**src/rtl/pipeline_hazard_ctrl_pkg.sv**
```systemverilog
`default_nettype none
// ============================================================================
// Module      : pipeline_hazard_ctrl_pkg
// Description : Shared constants and the sequencer state encoding for the
//               pipeline hazard controller.
// Revision    : 1.0 - initial release
// ============================================================================
package pipeline_hazard_ctrl_pkg;

    // Register-file address width of the five-stage core
    localparam int REG_ADDR_W = 4;

    // Default width of the stall/flush performance counters
    localparam int DEF_CNT_W  = 16;

    // Sequencer states: RUN lets the pipe flow, MEM_WAIT holds it for SRAM
    typedef enum logic [0:0] {
        ST_RUN      = 1'b0,
        ST_MEM_WAIT = 1'b1
    } state_t;

endpackage
`default_nettype wire

```
**src/rtl/pipeline_hazard_ctrl_if.sv**
```systemverilog
`default_nettype none
// ============================================================================
// Module      : pipeline_hazard_ctrl_if
// Description : Bundle of pipeline status inputs and control outputs between
//               the datapath (master) and the hazard controller (slave).
// Revision    : 1.0 - initial release
// ============================================================================
interface pipeline_hazard_ctrl_if
    import pipeline_hazard_ctrl_pkg::*;
#(
    parameter int CNT_W = DEF_CNT_W
);
    // ID-stage sources
    logic [REG_ADDR_W-1:0] src1;
    logic [REG_ADDR_W-1:0] src2;
    logic                  use_src1;
    logic                  two_src;
    // EXE/MEM-stage destinations and memory activity
    logic                  exe_wb_en;
    logic [REG_ADDR_W-1:0] exe_dest;
    logic                  exe_mem_r_en;
    logic                  mem_wb_en;
    logic [REG_ADDR_W-1:0] mem_dest;
    logic                  mem_r_en;
    logic                  mem_w_en;
    logic                  mem_ready;
    // Global modifiers
    logic                  forward_en;
    logic                  branch_taken;
    logic                  cnt_clr;
    // Pipeline controls and status
    logic                  mem_start;
    logic                  freeze_if;
    logic                  flush_if;
    logic                  flush_id;
    logic                  freeze_pipe;
    logic [CNT_W-1:0]      stall_cnt;
    logic [CNT_W-1:0]      flush_cnt;
    logic                  mem_timeout;

    modport master (
        output src1, src2, use_src1, two_src,
        output exe_wb_en, exe_dest, exe_mem_r_en,
        output mem_wb_en, mem_dest, mem_r_en, mem_w_en, mem_ready,
        output forward_en, branch_taken, cnt_clr,
        input  mem_start, freeze_if, flush_if, flush_id, freeze_pipe,
        input  stall_cnt, flush_cnt, mem_timeout
    );

    modport slave (
        input  src1, src2, use_src1, two_src,
        input  exe_wb_en, exe_dest, exe_mem_r_en,
        input  mem_wb_en, mem_dest, mem_r_en, mem_w_en, mem_ready,
        input  forward_en, branch_taken, cnt_clr,
        output mem_start, freeze_if, flush_if, flush_id, freeze_pipe,
        output stall_cnt, flush_cnt, mem_timeout
    );

endinterface
`default_nettype wire

```
**src/rtl/pipeline_hazard_ctrl_hazard_detect.sv**
```systemverilog
`default_nettype none
// ============================================================================
// Module      : hazard_detect
// Description : Combinational RAW hazard detection between the ID sources
//               and the EXE/MEM destinations. With forwarding active only a
//               load in EXE (load-use) can still cause a hazard.
// Revision    : 1.0 - initial release
// ============================================================================
module hazard_detect
    import pipeline_hazard_ctrl_pkg::*;
(
    input  wire logic [REG_ADDR_W-1:0] i_src1,
    input  wire logic [REG_ADDR_W-1:0] i_src2,
    input  wire logic                  i_use_src1,
    input  wire logic                  i_two_src,
    input  wire logic                  i_exe_wb_en,
    input  wire logic [REG_ADDR_W-1:0] i_exe_dest,
    input  wire logic                  i_exe_mem_r_en,
    input  wire logic                  i_mem_wb_en,
    input  wire logic [REG_ADDR_W-1:0] i_mem_dest,
    input  wire logic                  i_forward_en,
    output logic                       o_hazard
);

    logic w_exe_vld;
    logic w_mem_vld;
    logic w_src1_hit;
    logic w_src2_hit;

    // Forwarding covers every producer except a load still in EXE
    assign w_exe_vld  = i_exe_wb_en & (~i_forward_en | i_exe_mem_r_en);
    assign w_mem_vld  = i_mem_wb_en & ~i_forward_en;

    assign w_src1_hit = (w_exe_vld & (i_src1 == i_exe_dest)) |
                        (w_mem_vld & (i_src1 == i_mem_dest));
    assign w_src2_hit = (w_exe_vld & (i_src2 == i_exe_dest)) |
                        (w_mem_vld & (i_src2 == i_mem_dest));

    assign o_hazard   = (i_use_src1 & w_src1_hit) | (i_two_src & w_src2_hit);

endmodule
`default_nettype wire

```
**src/rtl/pipeline_hazard_ctrl.sv**
```systemverilog
`default_nettype none
// ============================================================================
// Module      : pipeline_hazard_ctrl
// Description : Pipeline sequencer. Decides load/hold/clear of the pipeline
//               registers from RAW hazards, taken branches and SRAM accesses,
//               and keeps saturating stall/flush counters plus a sticky
//               memory-timeout flag.
// Revision    : 1.0 - initial release
// ============================================================================
module pipeline_hazard_ctrl
    import pipeline_hazard_ctrl_pkg::*;
#(
    parameter int CNT_W    = DEF_CNT_W,
    parameter int MAX_WAIT = 64
) (
    input  wire logic             clk,
    input  wire logic             rst,
    pipeline_hazard_ctrl_if.slave bus
);

    localparam int               WAIT_W    = $clog2(MAX_WAIT + 1);
    localparam logic [WAIT_W-1:0] C_WAIT_MAX = WAIT_W'(MAX_WAIT);
    localparam logic [WAIT_W-1:0] C_WAIT_TO  = WAIT_W'(MAX_WAIT - 1);
    localparam logic [CNT_W-1:0]  C_CNT_MAX  = '1;

    state_t            r_state;
    logic [WAIT_W-1:0] r_wait_cnt;
    logic              r_mem_timeout;
    logic [CNT_W-1:0]  r_stall_cnt;
    logic [CNT_W-1:0]  r_flush_cnt;

    logic w_mem_op;
    logic w_hazard;
    logic w_mem_start;
    logic w_freeze_pipe;
    logic w_freeze_if;
    logic w_flush_if;
    logic w_flush_id;

    assign w_mem_op = bus.mem_r_en | bus.mem_w_en;

    hazard_detect u_hazard_detect (
        .i_src1         (bus.src1),
        .i_src2         (bus.src2),
        .i_use_src1     (bus.use_src1),
        .i_two_src      (bus.two_src),
        .i_exe_wb_en    (bus.exe_wb_en),
        .i_exe_dest     (bus.exe_dest),
        .i_exe_mem_r_en (bus.exe_mem_r_en),
        .i_mem_wb_en    (bus.mem_wb_en),
        .i_mem_dest     (bus.mem_dest),
        .i_forward_en   (bus.forward_en),
        .o_hazard       (w_hazard)
    );

    // Pipeline controls: memory freeze dominates, then branch flush, then
    // hazard stall; everything is held low while reset is asserted
    always_comb begin
        w_mem_start   = 1'b0;
        w_freeze_pipe = 1'b0;
        w_freeze_if   = 1'b0;
        w_flush_if    = 1'b0;
        w_flush_id    = 1'b0;
        if (rst) begin
            if (r_state == ST_RUN) begin
                w_mem_start   = w_mem_op;
                w_freeze_pipe = w_mem_op;
            end else begin
                w_freeze_pipe = ~bus.mem_ready;
            end
            // Branch/hazard are re-evaluated after the freeze since EXE is held
            if (!w_freeze_pipe) begin
                if (bus.branch_taken) begin
                    w_flush_if = 1'b1;
                    w_flush_id = 1'b1;
                end else if (w_hazard) begin
                    w_freeze_if = 1'b1;
                    w_flush_id  = 1'b1;
                end
            end
        end
    end

    // Memory-access sequencer with saturating wait counter and sticky timeout
    always_ff @(posedge clk or negedge rst) begin
        if (!rst) begin
            r_state       <= ST_RUN;
            r_wait_cnt    <= '0;
            r_mem_timeout <= 1'b0;
        end else begin
            case (r_state)
                ST_RUN: begin
                    if (w_mem_op) begin
                        r_state    <= ST_MEM_WAIT;
                        r_wait_cnt <= '0;
                    end
                end
                ST_MEM_WAIT: begin
                    if (bus.mem_ready) begin
                        r_state <= ST_RUN;
                    end else if (r_wait_cnt != C_WAIT_MAX) begin
                        r_wait_cnt <= r_wait_cnt + WAIT_W'(1);
                        // Flag as the counter reaches MAX_WAIT; keep waiting
                        if (r_wait_cnt == C_WAIT_TO) begin
                            r_mem_timeout <= 1'b1;
                        end
                    end
                end
                default: r_state <= ST_RUN;
            endcase
        end
    end

    // Saturating performance counters; clear wins over increment
    always_ff @(posedge clk or negedge rst) begin
        if (!rst) begin
            r_stall_cnt <= '0;
            r_flush_cnt <= '0;
        end else if (bus.cnt_clr) begin
            r_stall_cnt <= '0;
            r_flush_cnt <= '0;
        end else begin
            if ((w_freeze_if | w_freeze_pipe) && (r_stall_cnt != C_CNT_MAX)) begin
                r_stall_cnt <= r_stall_cnt + CNT_W'(1);
            end
            if (w_flush_if && (r_flush_cnt != C_CNT_MAX)) begin
                r_flush_cnt <= r_flush_cnt + CNT_W'(1);
            end
        end
    end

    assign bus.mem_start   = w_mem_start;
    assign bus.freeze_pipe = w_freeze_pipe;
    assign bus.freeze_if   = w_freeze_if;
    assign bus.flush_if    = w_flush_if;
    assign bus.flush_id    = w_flush_id;
    assign bus.stall_cnt   = r_stall_cnt;
    assign bus.flush_cnt   = r_flush_cnt;
    assign bus.mem_timeout = r_mem_timeout;

endmodule
`default_nettype wire

```
**src/flat_wrapper.sv**
```systemverilog
// flat-port wrapper written by rule: the top's interface ports become plain ports
module pipeline_hazard_ctrl_flat import pipeline_hazard_ctrl_pkg::*;
#(
    parameter int CNT_W    = DEF_CNT_W,
    parameter int MAX_WAIT = 64
)
  (clk, rst, bus_src1, bus_src2, bus_use_src1, bus_two_src, bus_exe_wb_en, bus_exe_dest, bus_exe_mem_r_en, bus_mem_wb_en, bus_mem_dest, bus_mem_r_en, bus_mem_w_en, bus_mem_ready, bus_forward_en, bus_branch_taken, bus_cnt_clr, bus_mem_start, bus_freeze_if, bus_flush_if, bus_flush_id, bus_freeze_pipe, bus_stall_cnt, bus_flush_cnt, bus_mem_timeout);
  pipeline_hazard_ctrl_if #(.CNT_W(CNT_W)) bus_i ();
  input  wire logic clk;
  input  wire logic rst;
  input wire logic [$bits(bus_i.src1)-1:0] bus_src1;
  input wire logic [$bits(bus_i.src2)-1:0] bus_src2;
  input wire logic [$bits(bus_i.use_src1)-1:0] bus_use_src1;
  input wire logic [$bits(bus_i.two_src)-1:0] bus_two_src;
  input wire logic [$bits(bus_i.exe_wb_en)-1:0] bus_exe_wb_en;
  input wire logic [$bits(bus_i.exe_dest)-1:0] bus_exe_dest;
  input wire logic [$bits(bus_i.exe_mem_r_en)-1:0] bus_exe_mem_r_en;
  input wire logic [$bits(bus_i.mem_wb_en)-1:0] bus_mem_wb_en;
  input wire logic [$bits(bus_i.mem_dest)-1:0] bus_mem_dest;
  input wire logic [$bits(bus_i.mem_r_en)-1:0] bus_mem_r_en;
  input wire logic [$bits(bus_i.mem_w_en)-1:0] bus_mem_w_en;
  input wire logic [$bits(bus_i.mem_ready)-1:0] bus_mem_ready;
  input wire logic [$bits(bus_i.forward_en)-1:0] bus_forward_en;
  input wire logic [$bits(bus_i.branch_taken)-1:0] bus_branch_taken;
  input wire logic [$bits(bus_i.cnt_clr)-1:0] bus_cnt_clr;
  output wire logic [$bits(bus_i.mem_start)-1:0] bus_mem_start;
  output wire logic [$bits(bus_i.freeze_if)-1:0] bus_freeze_if;
  output wire logic [$bits(bus_i.flush_if)-1:0] bus_flush_if;
  output wire logic [$bits(bus_i.flush_id)-1:0] bus_flush_id;
  output wire logic [$bits(bus_i.freeze_pipe)-1:0] bus_freeze_pipe;
  output wire logic [$bits(bus_i.stall_cnt)-1:0] bus_stall_cnt;
  output wire logic [$bits(bus_i.flush_cnt)-1:0] bus_flush_cnt;
  output wire logic [$bits(bus_i.mem_timeout)-1:0] bus_mem_timeout;
  assign bus_i.src1 = bus_src1;
  assign bus_i.src2 = bus_src2;
  assign bus_i.use_src1 = bus_use_src1;
  assign bus_i.two_src = bus_two_src;
  assign bus_i.exe_wb_en = bus_exe_wb_en;
  assign bus_i.exe_dest = bus_exe_dest;
  assign bus_i.exe_mem_r_en = bus_exe_mem_r_en;
  assign bus_i.mem_wb_en = bus_mem_wb_en;
  assign bus_i.mem_dest = bus_mem_dest;
  assign bus_i.mem_r_en = bus_mem_r_en;
  assign bus_i.mem_w_en = bus_mem_w_en;
  assign bus_i.mem_ready = bus_mem_ready;
  assign bus_i.forward_en = bus_forward_en;
  assign bus_i.branch_taken = bus_branch_taken;
  assign bus_i.cnt_clr = bus_cnt_clr;
  assign bus_mem_start = bus_i.mem_start;
  assign bus_freeze_if = bus_i.freeze_if;
  assign bus_flush_if = bus_i.flush_if;
  assign bus_flush_id = bus_i.flush_id;
  assign bus_freeze_pipe = bus_i.freeze_pipe;
  assign bus_stall_cnt = bus_i.stall_cnt;
  assign bus_flush_cnt = bus_i.flush_cnt;
  assign bus_mem_timeout = bus_i.mem_timeout;
  pipeline_hazard_ctrl #(.CNT_W(CNT_W), .MAX_WAIT(MAX_WAIT)) u_core (.clk(clk), .rst(rst), .bus(bus_i));
endmodule
```
**config.mk**
```make
export PLATFORM = sky130hd
export DESIGN_NAME = pipeline_hazard_ctrl_flat
export DESIGN_NICKNAME = d
export VERILOG_FILES = /design/src/rtl/pipeline_hazard_ctrl_pkg.sv /design/src/rtl/pipeline_hazard_ctrl_if.sv /design/src/rtl/pipeline_hazard_ctrl_hazard_detect.sv /design/src/rtl/pipeline_hazard_ctrl.sv /design/src/flat_wrapper.sv
export SDC_FILE = /design/constraint.sdc
export NUM_CORES = 1
export LEC_CHECK = 0
export CORE_MARGIN = 3
export CORE_UTILIZATION = 52
export DETAILED_ROUTE_END_ITERATION = 10
export PLACE_DENSITY = 0.83
export SYNTH_ARGS = -nofsm -noshare
export SYNTH_HDL_FRONTEND = slang
export SYNTH_HIERARCHICAL = 1
export SYNTH_SLANG_ARGS = --single-unit
```
**constraint.sdc**
```tcl
create_clock -name clk -period 2.8 [get_ports clk]
set_input_delay 0.28 -clock clk [delete_from_list [all_inputs] [get_ports clk]]
set_output_delay 0.28 -clock clk [all_outputs]
set_load 0.01 [all_outputs]
```
==> reports/metrics.yaml <==
status:
  outcome: "completed"
critical_path:
  crit_path_end_kind: "output port"
  setup.reg_to_reg.worst_slack_ns: 0.71
  worstPathArrival_ns: 2.35
  cpPeakStageDelay_ns: 0.56
  crit_path_top_delay_cell: "clkdlybuf4s50_1"
  critical-path-top-cell-by-count: "clkdlybuf4s50_1"
  crit_type: "input port to output port"
  worst_setup_path_start_kind: "input port"
  required_ns: 2.52
  r2r_start: "u_core/bus.flush_cnt[0]$_DFFE_PN0P_"
  r2r_end: "u_core/bus.flush_cnt[7]$_DFFE_PN0P_"
  worst_r2r_path_depth: 6
  cp_max_fo: 3
  path_cells: "clkdlybuf4s50_1 -> xnor2_1 -> nand4_1 -> nor3_1 -> a41oi_1 -> nand3_1 -> nor2b_2 -> nor2b_1 -> clkdlybuf4s50_1"
power_and_ir_drop:
  pwr_density_cell_nw_per_um2: 369
  leakage_nw: 1.29
  peak_ir_drop_on_the_vdd_network_uv: 231
detailed_routing:
  antenna_violation_net_count_after_detailed_routing: 0
  drt_first_iter_violations: 123
  vias_per_cell: 5.65
  wirelength_um: 5540
  wire_per_inst_um: 14.2
  vias: 2202
  drt_pass1_iterations: 4
  drc: 0
sta:
  grt_setup_unrepaired: "false"
  finalHoldViolations: 0
  maxSlewHeadroom: 0.492
  slew_violations: 0
  worst_clock_skew_ns: 0.00410
  final_clock_period_utilization_by_the_worst_path: 0.940
  setup_total_negative_slack_ns: 0
  tightestPinTransition_ns: 0.755
  setup_viol_count_final: 0
  final_critical_path_setup_slack_ns: 0.167
  fin_crit_ns: 2.63
  clock.fmax_mhz: 380
synth:
  synth.distinct_cells: 42
  synth_top_cell_by_area: "dfrtp_1"
  synthesis.area_sq_um: 2460
  synth_async_sr_flop_share: 1.00
  synth-edff-count: 0
  postSynthAreaPerCell_sq_um: 9.26
  syn-instance-count: 266
  synthTopCellsByArea: "dfrtp_1, xnor2_1, xor2_1"
  synthFlopType: "dfrtp_1"
  yosys_warn_count: 6
  synth-seq-cells: 41
  top_area_cell_type_share_of_the_netlist_area: 0.416
  yosysSeqAreaShare: 0.416
  synth.net_count: 299
grt:
  grt_pass1_wl_um: 9220
  globalRouteTotalUtil: 0.213
  grt_start_max_net_pins: 29
  grt-ovfl-total: 0
  grt_pass1_vias: 2056
  grt_antenna_before_repair: 0
flow_run:
  max_cap_viol_count: 0
finish:
  flow.area_growth_from_synthesis_pct: 33.1
  drive_above_1_share: 0.0651
  num_antenna_cells: 0
  instances_no_fill: 390
  num-nets-final: 372
floorplanning:
  floorplan.initialDensity: 0.551
  core-area_sq_um: 4470
  die_x_um: 74.8
  dieHeight_um: 74.8
  ioPinCount: 67
  core.rowCount: 24
  design.die.area_sq_um: 5600
cts:
  cts_inserted_buffers: 5
  cts-root-to-sink-buffers: 2
  post_cts_buffers: 0
  cts.clk_slew.worst_paths_ns: 0.07
  clock-root-buffer: "clkbuf_8"
  clock_sinks: 41
  htree_levels: 2
  tritoncts: "built"
  clock_insertion_delay_worst_skew_ns: 0.29
place:
  dp_hpwl_um: 4290
  gp_congestion: 0.835
  portBuffers: 66
  pre_cts_ws_ns: -0.0179
  placed_cells_incl_taps: 383
worst_hold_path:
  worst_hold_path_type: "input port to async pin"
[metal layers]
| layer | wire [um] | GRT usage |
|---|---|---|
| met5 | 0 | 0 |
| met4 | 74 | 0.0830 |
| met3 | 370 | 0.0561 |
| met2 | 2730 | 0.353 |
| met1 | 2370 | 0.265 |
[metrics by stage]
step           area, sq um  total power [mW]  utilization  hold slack (ns)
2_1_floorplan         2460             0.766            -          -0.0156
3_3_place_gp          3190             0.868        0.713            0.197
3_5_place_dp          3190             0.873        0.713            0.198
4_1_cts               3280              1.23        0.732            0.415
5_1_grt               3280              1.28        0.733            0.434
6_report              3280              1.21        0.733            0.417
[worst max path at each step]
stage,start,to,slack [ns],cells past startpoint
floorplan,bus_exe_dest[0],u_core/bus.stall_cnt[5]$_DFFE_PN0P_,0.67,9
global placement,bus_src1[3],u_core/bus.stall_cnt[5]$_DFFE_PN0P_,0.09,10
detailed placement,bus_exe_dest[1],u_core/bus.stall_cnt[5]$_DFFE_PN0P_,-0.02,11
CTS,bus_exe_dest[1],bus_freeze_if,0.06,9
global route,bus_exe_dest[0],bus_freeze_if,0.0004,8
finish,bus_exe_dest[1],bus_freeze_if,0.17,9
[kinds of logic (layout without fill, tap and decap cells)]
| group | after synthesis | in the layout | share of synthesized area |
|---|---|---|---|
| simple gates | 134 | 134 | 0.297 |
| fa+ha+maj | 4 | 4 | 0.0203 |
| buf+inv | 15 | 87 | 0.0259 |
| compound gates | 27 | 27 | 0.0797 |
| flops | 41 | 41 | 0.416 |
| mux | 1 | 1 | 0.00406 |
| xor+xnor | 44 | 44 | 0.156 |
[state kept, by name, summed over array words and instances (netlist names)]
name,cells
u_core/bus.stall_cnt,16
u_core/r_wait_cnt,7
u_core/r_state,1
u_core/bus.flush_cnt,16
u_core/bus.mem_timeout,1
[layout make-up]
type	count	area [sq um]
inverter	9	33.8
multi-input combinational	210	1380
clock inverter	1	5.00
fill	352	1200
timing repair buffer	72	703
sequential	41	1030
tap	52	65.1
clock buffer	5	68.8
[power breakdown]
group          switching [mW]  total [mW]  internal (mW)
sequential             0.0331       0.650          0.617
clock                   0.184       0.348          0.164
combinational           0.105       0.211          0.106
[synth_stat cells (2+ instances only)]
master,number
dfrtp_1,41
nor2_1,34
xnor2_1,25
nand2_1,20
xor2_1,19
nand3_1,16
nor3_1,12
nand4_1,10
inv_1,9
o21ai_0,9
nor2b_1,6
a21oi_1,5
and4_1,5
clkbuf_1,5
nor4_1,5
ha_1,4
nor4b_1,4
and2_1,3
nor4_2,3
or3_1,3
or4_1,3
a31oi_1,2
and3_1,2
nand4b_1,2
o31ai_1,2
[repair_timing]
action | 4_1_cts | 5_1_grt
setup endpoints to repair | 0 | 1
endpoints found under the hold margin | 8 | 0
resized for setup | 0 | 1
hold buffers | 1 | 0
[layout by cell type, fill, tap and decap left out, drive strengths merged, types with 5 or more instances in the layout]
master,synthesis,final
xnor2,25,25
nor2,34,34
nand3,17,17
dfrtp,41,41
a21oi,5,5
clkbuf,5,5
o21ai,10,10
buf,1,6
clkdlybuf4s50,0,65
xor2,19,19
and4,5,5
nor3,13,13
inv,9,9
nand4,10,10
nand2,20,20
nor4,8,8
nor2b,6,6
[worst max-delay path: cells and delay by family]
kind	cells	cell delay, ns
compound gates	1	0.07
simple gates	5	0.77
xor+xnor	1	0.15
buf+inv	2	1.08
Power figures use the tool's default switching activity.
